## src/rtl/leaderboard_ranked_if.sv

```systemverilog
// Request, result and read-port signals between a stopwatch front end and the leaderboard.
// The master side drives requests and read addresses; the slave side is the leaderboard.
interface leaderboard_ranked_if #(
    parameter int TIME_W = 22,
    parameter int DEPTH  = 3,
    parameter int IDX_W  = 3
);
    logic [TIME_W-1:0] time_in;
    logic              time_valid;
    logic [1:0]        stopwatch_mode;
    logic              clear;
    logic              busy;
    logic              insert_done;
    logic [DEPTH-1:0]  rank_hit;
    logic              rd_board;
    logic [IDX_W-1:0]  rd_rank;
    logic [TIME_W-1:0] rd_time;
    logic              rd_occupied;

    modport master (
        output time_in, time_valid, stopwatch_mode, clear, rd_board, rd_rank,
        input  busy, insert_done, rank_hit, rd_time, rd_occupied
    );

    modport slave (
        input  time_in, time_valid, stopwatch_mode, clear, rd_board, rd_rank,
        output busy, insert_done, rank_hit, rd_time, rd_occupied
    );
endinterface

```

## src/rtl/leaderboard_ranked.sv

```systemverilog
// Two sorted top-DEPTH stopwatch boards (FAST ascending, SLOW descending) filled through an
// IDLE/COMPARE/WRITE insertion FSM, with a registered random-access read port.
module leaderboard_ranked #(
    parameter int TIME_W = 22,
    parameter int DEPTH  = 3,
    parameter int IDX_W  = 3
) (
    input  logic                 clk,
    input  logic                 rst_n,
    leaderboard_ranked_if.slave  bus
);
    typedef enum logic [1:0] {IDLE, COMPARE, WRITE} state_t;

    state_t            state;
    logic              busy_q;
    logic              insert_done_q;
    logic [DEPTH-1:0]  rank_hit_q;
    logic [TIME_W-1:0] rd_time_q;
    logic              rd_occupied_q;

    // Board 0 is FAST, board 1 is SLOW, matching the rd_board encoding.
    logic [TIME_W-1:0] entry [2][DEPTH];
    logic [DEPTH-1:0]  occ   [2];

    logic [TIME_W-1:0] time_p0;
    logic              board_p0;
    logic [IDX_W-1:0]  pos_p1;

    logic              accept;
    logic [IDX_W-1:0]  beat_cnt;
    logic [TIME_W-1:0] rd_time_nxt;
    logic              rd_occupied_nxt;

    assign accept = (state == IDLE) && bus.time_valid && !bus.clear &&
                    ((bus.stopwatch_mode == 2'b01) || (bus.stopwatch_mode == 2'b10));

    // Boards are kept sorted, so the count of entries that beat the new value is its slot.
    always_comb begin
        beat_cnt = '0;
        for (int i = 0; i < DEPTH; i++) begin
            if (occ[board_p0][i] &&
                (board_p0 ? (entry[board_p0][i] >= time_p0)
                          : (entry[board_p0][i] <= time_p0))) begin
                beat_cnt = beat_cnt + 1'b1;
            end
        end
    end

    always_comb begin
        rd_time_nxt     = '0;
        rd_occupied_nxt = 1'b0;
        for (int i = 0; i < DEPTH; i++) begin
            if (bus.rd_rank == IDX_W'(i)) begin
                rd_time_nxt     = entry[bus.rd_board][i];
                rd_occupied_nxt = occ[bus.rd_board][i];
            end
        end
    end

    always_ff @(posedge clk) begin
        if (!rst_n) begin
            state         <= IDLE;
            busy_q        <= 1'b0;
            insert_done_q <= 1'b0;
            rank_hit_q    <= '0;
            rd_time_q     <= '0;
            rd_occupied_q <= 1'b0;
            board_p0      <= 1'b0;
            pos_p1        <= '0;
            for (int b = 0; b < 2; b++) begin
                occ[b] <= '0;
                for (int i = 0; i < DEPTH; i++) entry[b][i] <= '0;
            end
        end else begin
            rd_time_q     <= rd_time_nxt;
            rd_occupied_q <= rd_occupied_nxt;
            insert_done_q <= 1'b0;
            rank_hit_q    <= '0;
            if (bus.clear) begin
                state  <= IDLE;
                busy_q <= 1'b0;
                for (int b = 0; b < 2; b++) begin
                    occ[b] <= '0;
                    for (int i = 0; i < DEPTH; i++) entry[b][i] <= '0;
                end
            end else begin
                case (state)
                    // p0: capture the request
                    IDLE: begin
                        if (accept) begin
                            time_p0  <= bus.time_in;
                            board_p0 <= (bus.stopwatch_mode == 2'b01);
                            state    <= COMPARE;
                            busy_q   <= 1'b1;
                        end
                    end
                    // p1: register the insertion slot
                    COMPARE: begin
                        pos_p1 <= beat_cnt;
                        state  <= WRITE;
                    end
                    // p2: shift the tail down and drop the new value in
                    WRITE: begin
                        if (pos_p1 < IDX_W'(DEPTH)) begin
                            for (int i = 1; i < DEPTH; i++) begin
                                if (IDX_W'(i) > pos_p1) begin
                                    entry[board_p0][i] <= entry[board_p0][i-1];
                                    occ[board_p0][i]   <= occ[board_p0][i-1];
                                end
                            end
                            for (int i = 0; i < DEPTH; i++) begin
                                if (IDX_W'(i) == pos_p1) begin
                                    entry[board_p0][i] <= time_p0;
                                    occ[board_p0][i]   <= 1'b1;
                                end
                            end
                            rank_hit_q <= DEPTH'(1) << pos_p1;
                        end
                        insert_done_q <= 1'b1;
                        state         <= IDLE;
                        busy_q        <= 1'b0;
                    end
                    default: begin
                        state  <= IDLE;
                        busy_q <= 1'b0;
                    end
                endcase
            end
        end
    end

    assign bus.busy        = busy_q;
    assign bus.insert_done = insert_done_q;
    assign bus.rank_hit    = rank_hit_q;
    assign bus.rd_time     = rd_time_q;
    assign bus.rd_occupied = rd_occupied_q;
endmodule

```

## src/flat_wrapper.sv

```systemverilog
// flat-port wrapper written by rule: the top's interface ports become plain ports
module leaderboard_ranked_flat 
#(
    parameter int TIME_W = 22,
    parameter int DEPTH  = 3,
    parameter int IDX_W  = 3
)
  (clk, rst_n, bus_time_in, bus_time_valid, bus_stopwatch_mode, bus_clear, bus_rd_board, bus_rd_rank, bus_busy, bus_insert_done, bus_rank_hit, bus_rd_time, bus_rd_occupied);
  leaderboard_ranked_if #(.TIME_W(TIME_W), .DEPTH(DEPTH), .IDX_W(IDX_W)) bus_i ();
  input  logic clk;
  input  logic rst_n;
  input wire logic [$bits(bus_i.time_in)-1:0] bus_time_in;
  input wire logic [$bits(bus_i.time_valid)-1:0] bus_time_valid;
  input wire logic [$bits(bus_i.stopwatch_mode)-1:0] bus_stopwatch_mode;
  input wire logic [$bits(bus_i.clear)-1:0] bus_clear;
  input wire logic [$bits(bus_i.rd_board)-1:0] bus_rd_board;
  input wire logic [$bits(bus_i.rd_rank)-1:0] bus_rd_rank;
  output wire logic [$bits(bus_i.busy)-1:0] bus_busy;
  output wire logic [$bits(bus_i.insert_done)-1:0] bus_insert_done;
  output wire logic [$bits(bus_i.rank_hit)-1:0] bus_rank_hit;
  output wire logic [$bits(bus_i.rd_time)-1:0] bus_rd_time;
  output wire logic [$bits(bus_i.rd_occupied)-1:0] bus_rd_occupied;
  assign bus_i.time_in = bus_time_in;
  assign bus_i.time_valid = bus_time_valid;
  assign bus_i.stopwatch_mode = bus_stopwatch_mode;
  assign bus_i.clear = bus_clear;
  assign bus_i.rd_board = bus_rd_board;
  assign bus_i.rd_rank = bus_rd_rank;
  assign bus_busy = bus_i.busy;
  assign bus_insert_done = bus_i.insert_done;
  assign bus_rank_hit = bus_i.rank_hit;
  assign bus_rd_time = bus_i.rd_time;
  assign bus_rd_occupied = bus_i.rd_occupied;
  leaderboard_ranked #(.TIME_W(TIME_W), .DEPTH(DEPTH), .IDX_W(IDX_W)) u_core (.clk(clk), .rst_n(rst_n), .bus(bus_i));
endmodule
```

## config.mk

```make
export PLATFORM = sky130hd
export DESIGN_NAME = leaderboard_ranked_flat
export DESIGN_NICKNAME = d
export VERILOG_FILES = /design/src/rtl/leaderboard_ranked_if.sv /design/src/rtl/leaderboard_ranked.sv /design/src/flat_wrapper.sv
export SDC_FILE = /design/constraint.sdc
export NUM_CORES = 1
export LEC_CHECK = 0
export CORE_ASPECT_RATIO = 0.7
export CORE_UTILIZATION = 30
export CTS_BUF_LIST = sky130_fd_sc_hd__clkbuf_8
export DETAILED_ROUTE_END_ITERATION = 10
export SYNTH_ARGS = -nofsm -noshare
export SYNTH_HDL_FRONTEND = slang
export SYNTH_SLANG_ARGS = --single-unit
```

## constraint.sdc

```tcl
create_clock -name clk -period 6.8 [get_ports clk]
set_clock_uncertainty 0.05 [all_clocks]
set_input_delay 1.36 -clock clk [delete_from_list [all_inputs] [get_ports clk]]
set_output_delay 1.36 -clock clk [all_outputs]
set_load 0.1 [all_outputs]
```

# --- Word level (Yosys, flattened, before mapping) ---
# Memory sizes are Yosys's and may differ from the RTL's. A register that Yosys moved wholly into a read port is not among the register bits.
# Cells that the tools add are included.
word_totals:
  latch_bits: 0
  memories: 2
  mem_bits_ro: 0
  ram_bits: 138
  ff_bits: 56
  input_bits: 32
  wordCells: 141
op_classes:
  n_div: 0
  n_reduce_logical: 19
  bitwise_logic: 17
  n_mux: 73
  n_addsub: 2
  n_eq_ne: 9
  magnitude_cmp: 9
  shifts: 1
  multipliers: 0
mem_list:
  columns: ["memory", "words", "width", "read_ports", "rd_ports_with_merged_regs", "write_ports", "line_no", "text"]
  rows:
  - ["u_core.entry", 2, 66, 2, 1, 2, "leaderboard_ranked.sv:22", "logic [TIME_W-1:0] entry [2][DEPTH];"]
  - ["u_core.occ", 2, 3, 2, 1, 2, "leaderboard_ranked.sv:23", "logic [DEPTH-1:0] occ [2];"]
ops:
  columns: ["cell", "n"]
  rows:
  - ["$mux 22", 11]
  - ["$ge 22x22->1", 3]
  - ["$le 22x22->1", 3]
  - ["$mux 66", 1]
  - ["$reduce_or 66->1", 1]
  - ["$mux 1", 51]
  - ["$mux 3", 7]
  - ["$or 1x1->1", 12]
  - ["$logic_and 1x1->1", 6]
  - ["$logic_not 3->1", 2]
  - ["$not 1->1", 5]
  - ["$eq 2x1->1 const B", 2]
  - ["$eq 2x2->1 const B", 2]
  - ["$pmux 2 s2", 1]
  - ["$reduce_and 2->1", 2]
  - ["$reduce_and 4->1", 1]
  - ["$reduce_or 4->1", 1]
  - ["$add 3x1->3 const B", 1]
  - ["$eq 1x3->1 const A", 1]
  - ["$eq 2x3->1 const A", 1]
  - ["$eq 3x1->1 const B", 1]
  - ["$eq 3x2->1 const B", 1]
  - ["$gt 1x3->1 const A", 1]
  - ["$gt 2x3->1 const A", 1]
  - ["other kinds (12)", 12]

# --- Longest topological paths before layout ---
# Gate-level depths: netlist (run 1).
depth:
  ltp_word: 10
  mapped_depth: 16

# --- Worst setup path after synthesis (run 1) ---
# No wires, ideal clock.
synth_timing:
  path_type: "input to register"
  from: "input bus_clear"
  to: "memory u_core.entry[0][44] (netlist name) (enable)"
  setup_ns: 0.432
  cell_stages: 8
  path_buffers: 2
  setup_slack_ns: 2.351
  required_time_ns: 6.318
  arrival_ns: 3.967
  path_cell_list: "and2b_1 > and3b_1 > and2b_1 > nor2b_1 > buf_2 > nand2b_1 > buf_2 > o21ai_0"
synth_rtl:
  columns: ["element", "line_no", "text"]
  rows:
  - ["start, declared", "flat_wrapper.sv:15", "input wire logic [$bits(bus_i.clear)-1:0] bus_clear;"]
  - ["end, declared", "leaderboard_ranked.sv:22", null]

==> impl_metrics.py, run 1 <==
metrics = {
    "detailed_routing": {
        "dr.pass1.iters": 6,
        "route.detailed.drc": 0,
        "postRouteAntennaNets": 0,
        "drt_iter0_markers": 823,
        "via_count": 7535,
        "routed_wl_um": 29500,
        "routedWlPerCell_um": 19.8,
        "routed_via_density": 5.06,
    },
    "sta": {
        "slew_violations": 0,
        "worst_slew_pin_slew_ns": 1.10,
        "fin_crit_sh_pct": 73.5,
        "fin_crit_ns": 4.99,
        "grt_setup_unrepaired": "no",
        "slew_headroom_pct": 26.2,
        "max_freq_mhz": 200,
        "hold_viol": 0,
        "setup_tns_ns": 0,
        "setup_violations": 0,
    },
    "clock_tree": {
        "clockBufferDepth": 2,
        "holdBufCountCts": 0,
        "numCtsBuffers": 17,
        "clk_latency_ns": 0.52,
        "clk_pin_slew_worst_paths_ns": 0.11,
        "cts_setup_buffers": 0,
        "cts_resized": 0,
        "cts_root_buf": "clkbuf_8",
        "cts_tree": "yes",
        "cts_sinks": 195,
        "cts_max_level": 4,
    },
    "global_routing": {
        "grt.overflow.total": 0,
        "antenna_found_initial": 0,
        "grt_pass1_vias": 6819,
        "grt_max_degree": 50,
        "gr-usage-all-layers_pct": 16.2,
        "grt_pass1_wl_um": 43700,
    },
    "power_and_ir_drop": {
        "switching_power_mw": 0.667,
        "p_seq_share_pct": 57.6,
        "pwr-share-comb_pct": 12.2,
        "internal_power_mw": 1.70,
        "power_mw": 2.36,
        "clkPwrFrac_pct": 30.2,
        "vdd_drop_max_uv": 122,
        "leakagePower_nw": 5.37,
        "p_sw_share_pct": 28.2,
        "powerDensity_nw_per_um2": 193,
    },
    "yosys": {
        "syn_avg_cell_area_sq_um": 11.2,
        "ys_seq_elements": 195,
        "synthXorXnorAreaFrac_pct": 0.0807,
        "synth_cells": 970,
        "synth-main-ff-cell": "edfxtp_1",
        "synth_top_family_by_area": "multiplexers",
        "synth_simple_gate_area_share_pct": 11.9,
        "synth.yosys.seq_area_share_pct": 50.6,
        "yosys_warnings": 0,
        "synth_cell_types": 47,
        "synth_nets": 1071,
        "muxShareOfSynthArea_pct": 15.4,
        "synth.cell_area_sq_um": 10900,
        "synthAdderAreaFrac_pct": 7.96,
        "synth-edff-count": 158,
        "synth-async-reset-ratio_pct": 0,
        "synth-compound-area-share_pct": 10.2,
    },
    "placed_design": {
        "place_area_sq_um": 11900,
        "io_buffer_count": 59,
        "dpl.hpwl_um": 22300,
        "place_congestion": 0.827,
    },
    "die": {
        "num_io_pins": 60,
        "die_width_um": 229,
        "dieArea_sq_um": 36900,
        "rows": 57,
        "start_util_pct": 30.9,
        "die_h_um": 161,
        "coreArea_sq_um": 35200,
    },
    "finish": {
        "regArea_sq_um": 5490,
        "final_core_util_pct": 34.9,
        "multi_input_area_sq_um": 4960,
        "fin_nets": 1106,
        "nFillCells": 3490,
        "syn_to_final_growth_pct": 13.0,
        "layout_commonest_cell": "edfxtp_1",
        "drive_gt1_share_pct": 9.43,
        "most-common-layout-cells": "edfxtp_1 (158), nor2_1 (125), mux2i_1 (120)",
        "fin_area_sq_um": 12300,
        "diodes": 0,
    },
    "critical_path": {
        "crit_arrival_ns": 5.08,
        "crit_type": "input port to flip-flop",
        "cp_max_fo": 32,
        "cp.required_ns": 6.88,
        "cp-end-kind": "flip-flop",
        "start_kind": "input port",
        "rr_worst_depth": 14,
    },
    "worst_hold_path": {
        "holdPathStages": 2,
        "worstHoldPathType": "flip-flop to flip-flop",
    },
    "run_status": {
        "outcome": "finished clean",
    },
    "job": {
        "drv_cap": 0,
    },
}
## Yosys cell counts, drive strengths merged, types with 5 or more instances
library cell	number	share of area [%]
nand2b	5	0.29
nand4	16	0.92
o21ai	12	0.55
nand2	47	1.6
edfxtp	158	44
buf	25	1.0
nor2b	11	0.63
a211oi	23	1.6
a21o	15	1.0
o211a	22	2.0
clkbuf	30	1.0
nor2	126	4.4
mux2	42	4.4
inv	51	1.8
ha	69	8.0
and2	51	2.9
mux2i	120	11
a21oi	54	2.5
dfxtp	37	6.8
o22ai	23	1.3
## through the flow
stage	worst slack, ns	hold WS, ns	instances
global route	1.46	0.483	1490
global placement	1.41	0.398	1458
detailed placement	1.29	0.414	1458
CTS	1.83	0.440	1490
finish	1.81	0.440	1490
floorplan	2.35	0.388	970
## routing by layer
metal | global-route usage, % | vias up | wire length [um]
met2 | 18.5 | 311 | 10200
met4 | 4.00 | 0 | 213
met3 | 3.78 | 14 | 3210
met1 | 28.1 | 3611 | 15900
met5 | 0 | - | 0
li1 | - | 3599 | -
## worst max-delay path: stages
cell and delay (ns):
clkdlybuf4s50_1 0.46, buf_4 0.32, and2b_1 0.18, buf_4 0.22, and3b_1 0.21, and2b_1 0.15
nor2b_1 0.61, and3_1 0.68, nand2b_1 0.87
## kinds of logic (layout without fill, tap and decap cells)
kind of cell,after synthesis,in the layout
and+or+nand+nor,273,273
buffers and inverters,106,154
DFF,195,195
xor gates and xnor gates,1,1
adders and majority gates,69,69
muxes,162,162
AOI/OAI and AO/OA,164,164
## cell type report
type,instances,area share (%)
Tap cell,472,4.81
Clock buffer,17,1.91
Clock inverter,15,0.989
Multi-Input combinational cell,669,40.4
Timing Repair Buffer,71,5.53
Sequential cell,195,44.8
Inverter,51,1.56
## sequential cells by signal, summed over array words and instances, names as in the netlist, named ones only
name / cells
u_core.board_p0: 1
u_core.bus.insert_done: 1
u_core.bus.rd_occupied: 1
u_core.state: 2
u_core.bus.rank_hit: 3
u_core.bus.busy: 1
u_core.occ: 6
u_core.entry: 132
u_core.time_p0: 22
u_core.pos_p1: 3
u_core.bus.rd_time: 22
## worst paths after layout
check                                 startpoint                  end  slack [ns]
worst max-delay path                       rst_n  u_core.entry[1][45]        1.81
worst min-delay path            u_core.occ[0][0]     u_core.occ[0][0]        0.44
worst max register to register         flip-flop     u_core.pos_p1[0]        2.68
worst min register to register  u_core.occ[0][0]     u_core.occ[0][0]        0.44
## power by group through the flow
stage | registers, mW | logic [mW] | clock network [mW]
finish | 1.36 | 0.288 | 0.714
global route | 1.37 | 0.309 | 0.766
CTS | 1.36 | 0.286 | 0.731
detailed placement | 1.39 | 0.285 | 0
global placement | 1.39 | 0.280 | 0
floorplan | 1.42 | 0.151 | 0
Power figures use the tool's default switching activity.
==> inputs of run 2 (changes only) <==
clock period = 4.4 ns   (was 6.8 ns; I/O delays follow)
==> run 2 against run 1 <==
Routed wire length is 5.5% higher; clock power up 69%; worst setup slack got worse by 1.2 ns; cell area increased by 1.7%; worst hold slack worse by 0.010 ns; critical path type is now flip-flop to flip-flop; utilization rose by 0.58 points; global-route usage increased by 0.80 points; largest cell class unchanged; total power up 60%; clock-buffer cell count is the same; critical path depth is 4 higher; sequential power is 54% higher.
==> impl_metrics.py, run 2 (same netlist as run 1, synthesis figures left out) <==
metrics = {
    "sta": {
        "worst_slew_pin_slew_ns": 0.998,
        "whs_ns": 0.430,
        "slew_headroom_pct": 33.2,
        "setup_violations": 0,
        "fin_crit_sh_pct": 86.5,
        "hold_viol": 0,
        "slew_violations": 0,
        "grt_setup_unrepaired": "no",
        "fin_crit_ns": 3.80,
        "setup_tns_ns": 0,
        "max_freq_mhz": 263,
    },
    "finish": {
        "fin_area_sq_um": 12500,
        "largest_reg_flops": 132,
        "final_cell_count_no_fill": 1505,
        "final_core_util_pct": 35.5,
        "fin_nets": 1121,
        "syn_to_final_growth_pct": 14.9,
        "drive_gt1_share_pct": 10.6,
        "most-common-layout-cells": "edfxtp_1 (158), nor2_1 (125), mux2i_1 (120)",
        "largest_register": "u_core.entry",
        "diodes": 0,
        "nFillCells": 3479,
        "layout_commonest_cell": "edfxtp_1",
    },
    "placed_design": {
        "place_congestion": 0.858,
        "dpl.hpwl_um": 23200,
        "dp_cells": 1473,
        "io_buffer_count": 59,
        "place_area_sq_um": 12100,
    },
    "critical_path": {
        "crit_type": "flip-flop to flip-flop",
        "start_kind": "flip-flop",
        "cp.required_ns": 4.72,
        "crit_path_cell_trace": "mux2i_1 -> inv_1 -> ha_1 -> a21o_1 -> a21o_1 -> a21oi_1 -> nand2_1 -> o31ai_1 -> mux2i_1 -> and2_1 -> ha_1 -> xnor2_1 -> a21oi_1",
        "cp.buffers_inverters": 1,
        "max_stage_delay_ns": 0.77,
        "crit_end": "u_core.pos_p1[0]",
        "rrSetupSlack_ns": 0.60,
        "rr_worst_depth": 13,
        "cp_max_fo": 37,
        "path_depth": 13,
        "timing.rr.end": "u_core.pos_p1[0]",
        "crit_path_top_delay_cell": "dfxtp_4",
        "cp-end-kind": "flip-flop",
        "crit_arrival_ns": 4.13,
        "cp_top_family": "compound AO/OA/AOI/OAI gates",
    },
    "global_routing": {
        "grt.overflow.total": 0,
        "grt_pass1_wl_um": 45500,
        "gr-usage-all-layers_pct": 17.0,
        "grt_max_degree": 50,
        "grt_pass1_vias": 6972,
        "antenna_found_initial": 0,
    },
    "die": {
        "coreArea_sq_um": 35200,
        "die_width_um": 229,
        "dieArea_sq_um": 36900,
        "num_io_pins": 60,
        "rows": 57,
        "start_util_pct": 30.9,
        "die_h_um": 161,
    },
    "clock_tree": {
        "clk_latency_ns": 0.49,
        "clk_pin_slew_worst_paths_ns": 0.10,
        "cts_sinks": 195,
        "clockBufferDepth": 2,
        "holdBufCountCts": 0,
        "cts_resized": 0,
        "cts_root_buf": "clkbuf_8",
        "cts_tree": "yes",
        "cts_max_level": 4,
        "numCtsBuffers": 17,
        "cts_setup_buffers": 0,
    },
    "detailed_routing": {
        "drt_iter0_markers": 657,
        "postRouteAntennaNets": 0,
        "routed_via_density": 5.10,
        "routed_wl_um": 31200,
        "route.detailed.drc": 0,
        "dr.pass1.iters": 5,
        "routedWlPerCell_um": 20.7,
        "via_count": 7676,
    },
    "power_and_ir_drop": {
        "leakagePower_nw": 5.46,
        "powerDensity_nw_per_um2": 303,
        "vdd_drop_max_uv": 171,
    },
    "worst_hold_path": {
        "holdPathStages": 2,
        "worstHoldPathType": "flip-flop to flip-flop",
    },
    "job": {
        "drv_cap": 0,
    },
    "run_status": {
        "outcome": "finished clean",
    },
}
run 2: how the worst min path moves through the flow:
| stage | from | end | slack (ns) |
|---|---|---|---|
| finish | u_core.pos_p1[2] | u_core.pos_p1[2] | 0.43 |
| global route | u_core.pos_p1[2] | u_core.pos_p1[2] | 0.46 |
| CTS | u_core.pos_p1[2] | u_core.pos_p1[2] | 0.43 |
| detailed placement | u_core.pos_p1[2] | u_core.pos_p1[2] | 0.41 |
| global placement | u_core.pos_p1[2] | u_core.pos_p1[2] | 0.41 |
| floorplan | u_core.occ[0][0] | u_core.occ[0][0] | 0.39 |
run 2: final cells by class:
type	instances	area, sq um	share of cell area, %
sequential	195	5490	44.0
multi-input combinational	669	4960	39.8
timing repair buffer	86	841	6.74
tap	472	591	4.74
clock buffer	17	234	1.88
inverter	51	191	1.54
clock inverter	15	164	1.31
run 2: where the power goes:
group / internal, mW / leakage (nW) / switching [mW]
Clock: 0.554 / 0.190 / 0.657
Combinational: 0.167 / 3.26 / 0.292
Sequential: 2.05 / 2.02 / 0.0486
Total: 2.78 / 5.46 / 0.997
run 2: stage by stage:
step	setup WS [ns]	total power [mW]
2_1_floorplan	0.431	2.43
5_1_grt	0.374	3.91
4_1_cts	0.643	3.80
3_3_place_gp	0.697	2.59
3_5_place_dp	0.698	2.60
6_report	0.596	3.77
run 2: tightest hold or removal path, cell delays in order (launching register included):
cell and delay (ns):
dfxtp_1 0.32, nand2b_1 0.06, a21boi_1 0.06
run 2: metal layers:
metal	routed length [um]	GRT usage [%]	share of wire, %	up-vias
met5	0	0	0	-
met4	224	3.21	0.72	0
met3	3960	6.32	13	17
met2	10800	20.2	35	350
met1	16100	27.8	52	3684
li1	-	-	-	3625
==> inputs of run 3 (changes only) <==
CAP_MARGIN = 20   (was unset)
CORE_MARGIN = 3   (was unset)
SLEW_MARGIN = 0   (was unset)
==> run 3 against run 2 <==
Via count fell by 0.85%; die area increased by 4.3%; non-clock buffer count up 1.
==> impl_metrics.py, run 3 (same netlist as run 1, synthesis figures left out) <==
metrics = {
    "critical_path": {
        "crit_path_cell_trace": "buf_12 -> mux2i_1 -> inv_1 -> ha_1 -> a21o_1 -> a21o_1 -> a21oi_1 -> nand2_1 -> o31ai_1 -> mux2i_1 -> and2_1 -> ha_1 -> xnor2_1 -> a21oi_1",
        "rrSetupSlack_ns": 0.77,
        "cp-end-kind": "flip-flop",
        "cp_max_fo": 21,
        "start_kind": "flip-flop",
        "max_stage_delay_ns": 0.62,
        "timing.rr.end": "u_core.pos_p1[0]",
        "cp.required_ns": 4.73,
        "cp.buffers_inverters": 2,
        "crit_path_top_delay_cell": "dfxtp_4",
        "crit_arrival_ns": 3.97,
        "crit_type": "flip-flop to flip-flop",
        "cp_top_family": "compound AO/OA/AOI/OAI gates",
        "rr_worst_depth": 14,
        "path_depth": 14,
    },
    "finish": {
        "final_cell_count_no_fill": 1506,
        "fin_nets": 1122,
        "fin_area_sq_um": 12500,
        "largest_register": "u_core.entry",
        "diodes": 0,
        "layout_commonest_cell": "edfxtp_1",
        "most-common-layout-cells": "edfxtp_1 (158), nor2_1 (125), mux2i_1 (120)",
        "nFillCells": 3481,
        "syn_to_final_growth_pct": 14.9,
        "largest_reg_flops": 132,
        "drive_gt1_share_pct": 10.9,
    },
    "clock_tree": {
        "clk_pin_slew_worst_paths_ns": 0.10,
        "holdBufCountCts": 0,
        "cts_max_level": 4,
        "cts_tree": "yes",
        "clk_latency_ns": 0.50,
        "cts_setup_buffers": 0,
        "numCtsBuffers": 17,
        "cts_sinks": 195,
        "cts_root_buf": "clkbuf_8",
        "clockBufferDepth": 2,
        "cts_resized": 0,
    },
    "placed_design": {
        "place_area_sq_um": 12100,
        "dp_cells": 1474,
        "place_congestion": 0.855,
        "io_buffer_count": 59,
        "dpl.hpwl_um": 23100,
    },
    "detailed_routing": {
        "dr.pass1.iters": 5,
        "drt_iter0_markers": 838,
        "postRouteAntennaNets": 0,
        "routed_wl_um": 30900,
        "routedWlPerCell_um": 20.5,
        "via_count": 7611,
        "routed_via_density": 5.05,
        "route.detailed.drc": 0,
    },
    "sta": {
        "setup_violations": 0,
        "slew_violations": 0,
        "max_freq_mhz": 275,
        "hold_viol": 0,
        "grt_setup_unrepaired": "no",
        "fin_crit_ns": 3.63,
        "worst_slew_pin_slew_ns": 1.08,
        "setup_tns_ns": 0,
        "fin_crit_sh_pct": 82.6,
        "slew_headroom_pct": 28.0,
    },
    "die": {
        "rows": 57,
        "die_width_um": 233,
        "coreArea_sq_um": 35200,
        "dieArea_sq_um": 38500,
        "die_h_um": 165,
        "start_util_pct": 30.9,
        "num_io_pins": 60,
    },
    "power_and_ir_drop": {
        "powerDensity_nw_per_um2": 306,
        "leakagePower_nw": 5.47,
        "vdd_drop_max_uv": 197,
    },
    "worst_hold_path": {
        "worstHoldPathType": "flip-flop to flip-flop",
        "hold_path_end": "u_core.occ[0][0]",
        "holdPathStages": 2,
        "hp-start": "u_core.occ[0][0]",
    },
    "global_routing": {
        "grt.overflow.total": 0,
        "gr-usage-all-layers_pct": 16.3,
        "antenna_found_initial": 0,
        "grt_max_degree": 58,
        "grt_pass1_vias": 7056,
        "grt_pass1_wl_um": 45800,
    },
    "run_status": {
        "outcome": "finished clean",
    },
    "job": {
        "drv_cap": 0,
    },
}
## run 3: changes by cell type in the layout (fill, tap and decap cells not counted), sizes merged
cell	delta
buf	+1
clkinv	-2
inv	+2
## run 3: where the power goes
group,switching [mW],internal (mW),total (mW)
Clock,0.692,0.567,1.26
Sequential,0.0464,2.05,2.10
Combinational,0.291,0.165,0.456
## run 3: stage by stage
step	hold WS (ns)	setup slack [ns]	power, mW	utilization [%]
floorplan	0.388	0.431	2.43	-
global placement	0.399	0.653	2.58	34.3
detailed placement	0.415	0.640	2.59	34.3
CTS	0.437	0.752	3.85	35.5
global route	0.467	0.423	3.96	35.5
finish	0.437	0.767	3.82	35.5
## run 3: worst max-delay path by stage
stage / from / end / slack [ns]
5_1_grt: flip-flop / u_core.pos_p1[0] / 0.42
3_5_place_dp: rst_n / u_core.entry[1][54] / 0.64
3_3_place_gp: bus_clear / u_core.entry[1][53] / 0.65
4_1_cts: flip-flop / u_core.pos_p1[1] / 0.75
6_report: flip-flop / u_core.pos_p1[0] / 0.77
2_1_floorplan: bus_clear / u_core.entry[0][44] / 0.43
## run 3: worst min-delay path: stages (launching register included)
cell and delay (ns):
dfxtp_1 0.34, nand2_1 0.05, o21ai_0 0.06
## run 3: metal layers
layer / routed length, um / track usage, % / up-vias
met5: 0 / 0 / -
met1: 16700 / 28.0 / 3631
li1: - / - / 3638
met2: 10700 / 19.3 / 320
met3: 3130 / 3.46 / 22
met4: 373 / 4.47 / 0
## run 3: layout make-up
class	count	area (sq um)	area share (%)
inverters	51	191	1.53
clock inverters	15	183	1.46
flip-flops and latches	195	5490	44.0
repair buffers	87	823	6.60
well taps	472	591	4.74
clock buffers	17	234	1.88
multi-input cells	669	4960	39.8
